$ cat src/rtl/game_ctrl.sv
// game_ctrl - round controller sitting directly upstream of game_timer.
//
// Debounces the start and hit buttons and sequences each round:
// clear the timer, run it, count hits, and freeze when the timer reports done.
//
// Optional feature macro: GAME_CTRL_HISCORE_EN
//   defined   -> a best-score register tracks the highest round score since reset
//   undefined -> no best-score register; hi_score is tied to 0
//
// Parameters:
//   DB_CYCLES  stable-input cycles before a debounced button changes (>= 2)
//   SCORE_W    score counter width in bits
//
// Ports:
//   clk         system clock, single domain
//   rst         synchronous active-high reset
//   btn_start   raw asynchronous start button, active-high
//   btn_hit     raw asynchronous hit button, active-high
//   timer_done  done level from game_timer
//   timer_en    count enable to game_timer (high while in RUN)
//   timer_clr   one-cycle clear pulse to game_timer rst (high while in ARM)
//   score       hits registered in the current/last round
//   hi_score    best score since reset (0 when the feature is disabled)
//   state_o     encoded FSM state: 0 IDLE, 1 ARM, 2 RUN, 3 OVER
module game_ctrl #(
  parameter int DB_CYCLES = 1000000,
  parameter int SCORE_W   = 8
) (
  input  logic               clk,
  input  logic               rst,
  input  logic               btn_start,
  input  logic               btn_hit,
  input  logic               timer_done,
  output logic               timer_en,
  output logic               timer_clr,
  output logic [SCORE_W-1:0] score,
  output logic [SCORE_W-1:0] hi_score,
  output logic [1:0]         state_o
);

  localparam int                CW        = $clog2(DB_CYCLES);
  localparam logic [CW-1:0]     CNT_LAST  = CW'(DB_CYCLES - 1);
  localparam logic [SCORE_W-1:0] SCORE_MAX = {SCORE_W{1'b1}};

  typedef enum logic [1:0] {
    IDLE = 2'd0,
    ARM  = 2'd1,
    RUN  = 2'd2,
    OVER = 2'd3
  } state_t;

  // Bit 0 carries the start button, bit 1 the hit button.
  logic [1:0]    sync1_r;
  logic [1:0]    sync2_r;
  logic [1:0]    db_r;
  logic [1:0]    db_d_r;
  logic [1:0]    press_r;
  logic [CW-1:0] cnt_r [2];

  state_t               state_r;
  state_t               state_nxt_s;
  logic [SCORE_W-1:0]   score_r;
  logic [SCORE_W-1:0]   score_nxt_s;
  logic                 timer_en_r;
  logic                 timer_clr_r;
  logic                 run_first_r;
  logic                 start_p_s;
  logic                 hit_p_s;

  assign start_p_s = press_r[0];
  assign hit_p_s   = press_r[1];

  // Synchronize, debounce and edge-detect both buttons.
  always_ff @(posedge clk) begin
    if (rst) begin
      sync1_r <= 2'b00;
      sync2_r <= 2'b00;
      db_r    <= 2'b00;
      db_d_r  <= 2'b00;
      press_r <= 2'b00;
      for (int i = 0; i < 2; i++) begin
        cnt_r[i] <= {CW{1'b0}};
      end
    end else begin
      sync1_r <= {btn_hit, btn_start};
      sync2_r <= sync1_r;
      db_d_r  <= db_r;
      // Registered rising edge of the debounced level: one pulse per press.
      press_r <= db_r & ~db_d_r;
      for (int i = 0; i < 2; i++) begin
        if (sync2_r[i] == db_r[i]) begin
          cnt_r[i] <= {CW{1'b0}};
        end else if (cnt_r[i] == CNT_LAST) begin
          // This is the DB_CYCLES-th consecutive disagreeing sample.
          cnt_r[i] <= {CW{1'b0}};
          db_r[i]  <= sync2_r[i];
        end else begin
          cnt_r[i] <= cnt_r[i] + CW'(1);
        end
      end
    end
  end

  // Next-state and next-score logic.
  always_comb begin
    state_nxt_s = state_r;
    score_nxt_s = score_r;
    case (state_r)
      IDLE: begin
        // Start wins over a coincident hit; hits are never counted here.
        if (start_p_s) begin
          state_nxt_s = ARM;
          score_nxt_s = {SCORE_W{1'b0}};
        end else begin
          state_nxt_s = IDLE;
        end
      end
      ARM: begin
        state_nxt_s = RUN;
        score_nxt_s = {SCORE_W{1'b0}};
      end
      RUN: begin
        if (hit_p_s && (score_r != SCORE_MAX)) begin
          score_nxt_s = score_r + SCORE_W'(1);
        end else begin
          score_nxt_s = score_r;
        end
        // A done level left over from the previous round is ignored on the
        // first RUN cycle; the timer was only just cleared.
        if (timer_done && !run_first_r) begin
          state_nxt_s = OVER;
        end else begin
          state_nxt_s = RUN;
        end
      end
      OVER: begin
        if (start_p_s) begin
          state_nxt_s = ARM;
          score_nxt_s = {SCORE_W{1'b0}};
        end else begin
          state_nxt_s = OVER;
        end
      end
      default: begin
        state_nxt_s = IDLE;
        score_nxt_s = {SCORE_W{1'b0}};
      end
    endcase
  end

  // State register and registered outputs derived from the next state.
  always_ff @(posedge clk) begin
    if (rst) begin
      state_r     <= IDLE;
      score_r     <= {SCORE_W{1'b0}};
      timer_en_r  <= 1'b0;
      timer_clr_r <= 1'b0;
      run_first_r <= 1'b0;
    end else begin
      state_r     <= state_nxt_s;
      score_r     <= score_nxt_s;
      timer_en_r  <= (state_nxt_s == RUN);
      timer_clr_r <= (state_nxt_s == ARM);
      run_first_r <= (state_nxt_s == RUN) && (state_r == ARM);
    end
  end

`ifdef GAME_CTRL_HISCORE_EN
  logic [SCORE_W-1:0] hi_r;

  // Best-score update on OVER entry, using the post-increment score.
  always_ff @(posedge clk) begin
    if (rst) begin
      hi_r <= {SCORE_W{1'b0}};
    end else if ((state_r == RUN) && (state_nxt_s == OVER) && (score_nxt_s > hi_r)) begin
      hi_r <= score_nxt_s;
    end else begin
      hi_r <= hi_r;
    end
  end

  assign hi_score = hi_r;
`else
  assign hi_score = {SCORE_W{1'b0}};
`endif

  assign timer_en  = timer_en_r;
  assign timer_clr = timer_clr_r;
  assign score     = score_r;
  assign state_o   = state_r;

endmodule

$ cat config.mk
export PLATFORM = sky130hd
export DESIGN_NAME = game_ctrl
export DESIGN_NICKNAME = d
export VERILOG_FILES = /design/src/rtl/game_ctrl.sv
export SDC_FILE = /design/constraint.sdc
export NUM_CORES = 1
export LEC_CHECK = 0
export ABC_CLOCK_PERIOD_IN_PS = 3050
export CORE_MARGIN = 2
export CORE_UTILIZATION = 58
export DETAILED_ROUTE_END_ITERATION = 8
export GPL_ROUTABILITY_DRIVEN = 0
export PLACE_DENSITY = 0.79
export SYNTH_ARGS = -nofsm -noshare
export SYNTH_HDL_FRONTEND = slang
export SYNTH_SLANG_ARGS = --single-unit
$ cat constraint.sdc
create_clock -name clk -period 3.05 [get_ports clk]
set_clock_uncertainty 0.15 [all_clocks]
set_input_delay 0.61 -clock clk [delete_from_list [all_inputs] [get_ports clk]]
set_output_delay 0.61 -clock clk [all_outputs]
set_load 0.005 [all_outputs]
== Yosys cells after proc, flatten, opt, wreduce, memory -nomap -nowiden ==
Memories as Yosys holds them, arrays and structs flattened.
Cells that the tools add are included.

* $add $sub $neg: 3
* Multiply operators: 0
* Divide/modulo/power cells: 0
* $lt $le $gt $ge: 0
* Eq/ne operators: 12
* Shift operators: 0
* Multiplexer cells: 37
* Bitwise operators: 10
* Reduce and logical (&&, ||, !) cells: 9

{| class="wikitable"
|+ Operators with widths
! kind !! number
|-
| $mux 20 || 6
|-
| $add 20x1->20 const B || 2
|-
| $eq 20x20->1 const B || 2
|-
| $mux 1 || 26
|-
| $pmux 8 s3 || 1
|-
| $mux 8 || 2
|-
| $add 8x1->8 const B || 1
|-
| $ne 8x8->1 const B || 1
|-
| $pmux 2 s4 || 1
|-
| $eq 2x2->1 const B || 3
|-
| $or 1x1->1 || 6
|-
| $reduce_and 2->1 || 3
|-
| $eq 2x1->1 const B || 2
|-
| $logic_and 1x1->1 || 3
|-
| $and 2x2->2 || 1
|-
| $eq 1x1->1 || 2
|-
| $logic_not 2->1 || 1
|-
| $mux 2 || 1
|-
| $ne 2x1->1 const B || 1
|-
| $ne 2x2->1 const B || 1
|-
| $not 1->1 || 2
|-
| $not 2->2 || 1
|-
| $reduce_or 2->1 || 1
|-
| $logic_not 1->1 || 1
|}

* Flip-flop bits (word level): 23
* Latch bits: 0
* RAM bits: 40
* ROM bits: 0
* Input bits: 5
* Output and inout port bits: 20
* Word-level logic and storage cells: 83
* Memories: 1

{| class="wikitable"
|+ Memories
! name !! words !! bits a word !! read ports !! clocked after memory_dff !! write ports !! RTL line !! text
|-
| cnt_r || 2 || 20 || 2 || 0 || 2 || 58 || <nowiki>logic [CW-1:0] cnt_r [2];</nowiki>
|}

== Logic depth before layout (Yosys ltp) ==
Gate-level depths: netlist of run 1.
An unclocked memory read counts as a cell.

* Word-level depth: 8
* Mapped depth: 7
* Mapped depth without buffers: 6

== Worst setup path after synthesis of run 1 ==
OpenSTA, ideal clock, no wires.

* Kind: reg2reg
* From: mem cnt_r[0][11] (netlist bit)
* To: mem cnt_r[0][10] (netlist bit) (data pin)
* Setup time: 0.257 ns
* Arrival: 1.873 ns
* Data required time: 2.643 ns
* Path slack: 0.770 ns
* Stages on the path, launching flop included: 6
* Buffers on the path: 1
* Clock period less this slack: 2.280 ns
* Cells stage by stage: edfxtp_1 -> or4b_1 -> or4_1 -> o21ai_1 -> buf_2 -> nor2_1

{| class="wikitable"
|+ RTL lines
! item !! RTL line
|-
| start, declared || 58
|}

==> results of run 1 <==
Yosys cell counts, types with 2 or more instances:
library cell | number | area [µm²]
buf_4 | 8 | 60.06
and3_1 | 3 | 18.77
nor2b_1 | 9 | 56.30
or4_1 | 8 | 60.06
nand4_1 | 12 | 75.07
and4_1 | 6 | 52.55
dfxtp_1 | 23 | 460.4
edfxtp_1 | 40 | 1201
nand2_1 | 19 | 71.32
xor2_1 | 17 | 148.9
inv_1 | 9 | 33.78
or4b_1 | 2 | 20.02
or3_1 | 9 | 56.30
o41ai_1 | 3 | 26.28
nor2_1 | 35 | 131.4
a21oi_1 | 19 | 95.09
ha_1 | 7 | 87.58
nand3_1 | 22 | 110.1
buf_2 | 2 | 10.01
o31ai_1 | 6 | 45.04
conb_1 | 2 | 7.510
o211ai_1 | 3 | 22.52
o21ai_0 | 14 | 70.07
or2_2 | 2 | 12.51
clkbuf_1 | 11 | 41.29
xnor2_1 | 9 | 78.83
nor3_1 | 4 | 20.02
nor4_1 | 3 | 18.77
and2_1 | 4 | 25.02
kinds of logic after synthesis:
family                     after synthesis  share of synthesized area
other                                    2                   0.002317
buffers and inverters                   30                    0.04477
DFF                                     63                     0.5125
xor gates and xnor gates                26                    0.07024
AOI/OAI and AO/OA                       52                    0.09688
muxes                                    1                   0.003088
adders and majority gates                7                    0.02702
and+or+nand+nor                        145                     0.2432
cell type report:
class	instances	share of cell area
clock buffers	10	0.03376
clock inverters	6	0.01622
inverters	9	0.008937
multi-input cells	279	0.4254
flip-flops and latches	63	0.4396
well taps	72	0.02383
repair buffers	21	0.05230
report_power, final:
group          leakage [µW]  internal [µW]  total (µW)  switching (µW)
logic              0.000613           25.7        61.9            36.2
registers          0.000599            931         958            26.9
clock network     0.0000960            374         702             328
total               0.00131           1330        1720             391
stage by stage:
step / hold WS [ps] / std cells
detailed placement: 224.2 / 444
finish: 231.4 / 460
CTS: 233.5 / 460
floorplan: 217.4 / 372
global placement: 221.7 / 444
global route: 235.6 / 460
cell usage in the layout (no fill, tap or decap), types with 5 or more instances in the layout:
| cell | instances |
|---|---|
| a21oi_1 | 19 |
| and4_1 | 6 |
| buf_4 | 5 |
| clkbuf_8 | 9 |
| clkdlybuf4s50_1 | 16 |
| conb_1 | 48 |
| dfxtp_1 | 23 |
| edfxtp_1 | 40 |
| ha_1 | 7 |
| inv_1 | 9 |
| nand2_1 | 19 |
| nand3_1 | 22 |
| nand4_1 | 12 |
| nor2_1 | 35 |
| nor2b_1 | 9 |
| o21ai_0 | 13 |
| o31ai_1 | 6 |
| or3_1 | 9 |
| or4_1 | 8 |
| xnor2_1 | 9 |
| xor2_1 | 17 |
routing by layer:
| metal | share of wire | GRT usage | vias to the layer above |
|---|---|---|---|
| met5 | 0 | 0 | - |
| met4 | 0.029 | 0.1193 | 0 |
| met3 | 0.040 | 0.05568 | 15 |
| met2 | 0.45 | 0.3137 | 45 |
| met1 | 0.48 | 0.2523 | 1151 |
| li1 | - | - | 1263 |
sequential cells by signal, summed over array words and instances, names as in the netlist:
signal,flops
cnt_r,40
db_d_r,2
db_r,2
press_r,2
run_first_r,1
score,8
state_o,2
sync1_r,2
sync2_r,2
timer_clr,1
timer_en,1
worst register-to-register path, stage by stage (launching register included):
cell and delay (ps):
edfxtp_1 470, or4b_1 530, or4_1 560, o21ai_1 190
buf_4 210, nor2_1 70
final timing paths:
kind	end	slack [ps]	cells past startpoint
max	cnt_r[0][2]	630	5
min	press_r[0]	230	1
max reg2reg	cnt_r[0][2]	630	5
min reg2reg	press_r[0]	230	1
==> impl_results.md, run 1 <==
- Clk_lat worst skew: 350 ps
- Delay-heaviest family, CP: simple AND/OR/NAND/NOR gates
- Post-synth EDFFs: 40
- CTS Hold Bufs: 0
- Cells after Synth: 326
- Fmax: 412.5 MHz
- Clock slew at reported path FFs: 60 ps
- Post-Syn Area: 0.003242 mm²
- Core Box Area: 0.005439 mm²
- Fillers: 442
- Design Area, Final: 0.003780 mm²
- Initial antenna violation count: 0
- Die height: 78.76 µm
- GR Util All Layers: 0.2019
- Layout cells sized above 1: 0.06443
- Final Max Tran Viols: 0
- Post-synthesis async set-or-reset flop share: 0
- Avg WL per Cell: 12.35 µm
- Final setup margin: 625.6 ps
- Worst hold path class: reg -> reg
- Yosys warns: 0
- CTS Root Cell: clkbuf_8
- Slowest stage cell, crit path: or4_1
- Startpoint class of the critical path: flop
- Netlist cell types: 44
- Hold Fails Final Rpt: 0
- H-tree depth: 3
- Setup CP Type: reg -> reg
- Vias per Instance: 5.378
- Largest net degree at the start of global routing: 21
- Worst R2R Start: cnt_r[0][11]
- CTS tree: done
- Total number of vias: 2474
- Critical Path Source: cnt_r[0][11]
- Post-route ant nets: 0
- Critical path capture point type: flop
- Grt total ovfl: 0
- Pre-CTS setup slack: 632.0 ps
- Syn Area/Cell: 9.944 µm²
- Critical Path AT: 2370 ps
- CTS buffer count: 9
- Drt first pass iters: 4
- Max-Cap Viols: 0
- Hold_sp: db_d_r[0]
- Post-CTS Setup Bufs: 0
- Critical Path, Cell by Cell: or4b_1 > or4_1 > o21ai_1 > buf_4 > nor2_1
- Nets: 395
- Initial Util: 0.5960
- Register Area: 0.001662 mm²
- First-pass GRT wire length: 9729 µm
- Post-layout util: 0.6950
- Critical path's largest stage delay: 560 ps
- Starting DRC count in detailed routing: 140
- Sequential-to-total area share from yosys stat: 0.5125
- HPWL reported at the end of detailed placement: 4053 µm
- Req. time, crit path: 3000 ps
- Area post-placement: 0.003591 mm²
- Final Cycle Share: 0.7949
- Setup TNS: 0 ps
- Post_cts resized: 0
- PortBufs: 16
- Status: finished clean
- Number of synthesized register bits: 63
- Buf+Inv Stages, Crit Path: 1
- Drc violations: 0
- PwrDens: 455.6 mW/mm²
- CTS Buffer Depth: 2
- FP Rows: 27
- Die W: 78.76 µm
- Min Tclk post-route: 2424 ps
- Max transition margin: 0.6031
- Area growth syn-to-layout: 16.60%
- Main synth FF type: edfxtp_1
- Vias in the first global route: 2304
- Worst Tran Pin Value: 595.3 ps
- Area of the multi-input gates: 0.001608 mm²
- VDD IR max: 0.0003818 V
- Post-Route WL: 5682 µm
- # setup viols final: 0
- Worst Path Max Fanout: 12
- Die Area: 0.006203 mm²
- CTS Sinks: 63
- RSZ-0062 raised after global routing: false
- ANT cells: 0
- Leak: 0.001308 µW
- Total Power: 1722 µW
- I/O pins: 25
(Power assumes the default switching activity.)
==> inputs of run 2 (changes only) <==
==> config.mk (replaced) <==
export PLATFORM = sky130hd
export DESIGN_NAME = game_ctrl
export DESIGN_NICKNAME = d
export VERILOG_FILES = /design/src/rtl/game_ctrl.sv
export SDC_FILE = /design/constraint.sdc
export NUM_CORES = 1
export LEC_CHECK = 0
export ABC_CLOCK_PERIOD_IN_PS = 2060
export CORE_MARGIN = 2
export CORE_UTILIZATION = 52
export DETAILED_ROUTE_END_ITERATION = 8
export GPL_ROUTABILITY_DRIVEN = 0
export PLACE_DENSITY = 0.75
export SYNTH_ARGS = -nofsm -noshare
export SYNTH_HDL_FRONTEND = slang
export SYNTH_SLANG_ARGS = --single-unit
==> constraint.sdc (replaced) <==
create_clock -name clk -period 2.06 [get_ports clk]
set_clock_uncertainty 0.15 [all_clocks]
set_input_delay 0.412 -clock clk [delete_from_list [all_inputs] [get_ports clk]]
set_output_delay 0.412 -clock clk [all_outputs]
set_load 0.005 [all_outputs]
==> run 2 against run 1 <==
Net effect:
- critical path depth unchanged
- first-iteration DRC count up 58%
- the flow now finishes with violations (negative setup slack)
- cell count up 11%
- fmax up 3.8%
- combinational power up 140%
- largest power group unchanged
- die area up 11%
- critical endpoint is now cnt_r[0][4]
==> impl_results.md, run 2 (same netlist as run 1, synthesis figures left out) <==
- Status: complete, but fails checks
- Failing checks: negative setup slack
- Delay-heaviest family, CP: simple AND/OR/NAND/NOR gates
- Largest net degree at the start of global routing: 11
- Initial Util: 0.5443
- Post-route ant nets: 0
- Max FFs per register: 40
- I/O pins: 25
- CTS Root Cell: clkbuf_8
- Design Area, Final: 0.004179 mm²
- Worst Path Max Fanout: 10
- Max transition margin: 0.6129
- Worst hold path class: reg -> reg
- CTS buffer count: 9
- Nets: 442
- Critical Path, Cell by Cell: or4b_4 > or4_4 > o21ai_4 > buf_6 > nor2_1
- Worst Tran Pin Value: 573.3 ps
- Top reg by flops: cnt_r
- Max-Cap Viols: 0
- CTS Buffer Depth: 2
- Area post-placement: 0.003902 mm²
- First-pass GRT wire length: 11410 µm
- Reg-to-reg slack, setup: -280 ps
- Critical Path AT: 2280 ps
- Die W: 82.96 µm
- Final Max Tran Viols: 0
- FP Rows: 28
- PortBufs: 16
- FF-to-FF End: cnt_r[0][4]
- Initial antenna violation count: 0
- PwrDens: 594.5 mW/mm²
- Area growth syn-to-layout: 28.91%
- Buf+Inv Stages, Crit Path: 1
- Vias per Instance: 5.306
- Critical path capture point type: flop
- Hold_sp: db_d_r[1]
- Vias in the first global route: 2590
- Die Area: 0.006882 mm²
- Startpoint class of the critical path: flop
- Fmax: 427.9 MHz
- CTS tree: done
- HPWL reported at the end of detailed placement: 4696 µm
- Total number of vias: 2706
- Min Hold Slack: 238.2 ps
- Final Cycle Share: 1.134
- Setup CP Type: reg -> reg
- Leak: 0.001533 µW
- Req. time, crit path: 2000 ps
- Avg WL per Cell: 13.22 µm
- Starting DRC count in detailed routing: 221
- Min Tclk post-route: 2337 ps
- Final setup margin: -276.7 ps
- Drt first pass iters: 6
- Clk_lat worst skew: 340 ps
- Layout cells sized above 1: 0.1885
- Die height: 82.96 µm
- Grt total ovfl: 0
- Critical path's largest stage delay: 550 ps
- H-tree depth: 3
- Worst Reg-to-Reg Cells: 5
- Core Box Area: 0.005956 mm²
- CTS Sinks: 63
- VDD IR max: 0.0004870 V
- CTS Hold Bufs: 0
- Hold Fails Final Rpt: 0
- Final cell count without fillers: 510
- Drc violations: 0
- Post-layout util: 0.7017
- Placed insts: 487
- RSZ-0062 raised after global routing: true
- # setup viols final: 21
- ANT cells: 0
- Hold Path Depth: 1
- Worst Hold End: press_r[1]
- Worst R2R Start: cnt_r[0][13]
- Slowest stage cell, crit path: or4b_4
- Post-Route WL: 6744 µm
- Most frequent cells in the layout: conb_1 (48), buf_4 (48), edfxtp_1 (40)
- GR Util All Layers: 0.2027
- Clock slew at reported path FFs: 70 ps
run 2: changes by cell type in the layout (fill, tap and decap cells not counted), moves of 3 or more:
cell,delta
nor2_2,+3
a21oi_1,-4
buf_6,+3
a21oi_2,+4
nor2_1,-4
buf_4,+43
run 2: metal layers:
metal / up-vias / wire, µm / global-route usage
met1: 1297 / 3030 / 0.2516
met5: - / 0 / 0
li1: 1346 / - / -
met3: 11 / 220 / 0.05070
met4: 0 / 113 / 0.08793
met2: 52 / 3379 / 0.3350
run 2: how the worst max path moves through the flow:
stage                     slack (ps)           end  cells past startpoint    startpoint
after floorplan                 -160  cnt_r[0][18]                      5  cnt_r[0][10]
after global placement          -170   cnt_r[0][9]                      5  cnt_r[0][13]
after detailed placement        -210  cnt_r[0][17]                      5  cnt_r[0][13]
after CTS                       -200  cnt_r[0][15]                      5  cnt_r[0][13]
after global routing            -340  cnt_r[0][13]                      5  cnt_r[0][13]
final                           -280   cnt_r[0][4]                      5  cnt_r[0][13]
run 2: through the flow:
| stage | setup TNS (ps) | setup WS, ps | total power (µW) |
|---|---|---|---|
| after global routing | -6685 | -340.3 | 2585 |
| final | -5572 | -276.7 | 2484 |
| after global placement | -3240 | -166.3 | 1564 |
| after CTS | -3964 | -198.5 | 2496 |
| after detailed placement | -4515 | -210.4 | 1569 |
| after floorplan | -3164 | -160.5 | 1516 |
run 2: power by group:
group | switching, µW | internal, µW | leakage [µW]
registers | 27.9 | 1380 | 0.000599
logic | 81.0 | 70.2 | 0.000851
clock network | 465 | 462 | 0.0000838
total | 574 | 1910 | 0.00153
run 2: timing repair:
item,4_1_cts,5_1_grt
buffers inserted,1,4
resized for setup,10,8
endpoints found under the setup margin,41,28
gates cloned,2,0
pin swaps,5,2
run 2: area by class of cell:
class                   instances  area (µm²)
fillers                       461        1777
multi-input cells             279        1664
flip-flops and latches         63        1662
repair buffers                 68       559.3
clock buffers                  12       145.1
well taps                      75       93.84
inverters                       9       33.78
clock inverters                 4       21.27
run 2: worst reg2reg max path, cell delays in order (launching register included):
cell and delay [ps]:
edfxtp_1 410, or4b_4 550, or4_4 550, o21ai_4 220, buf_6 170, nor2_1 50
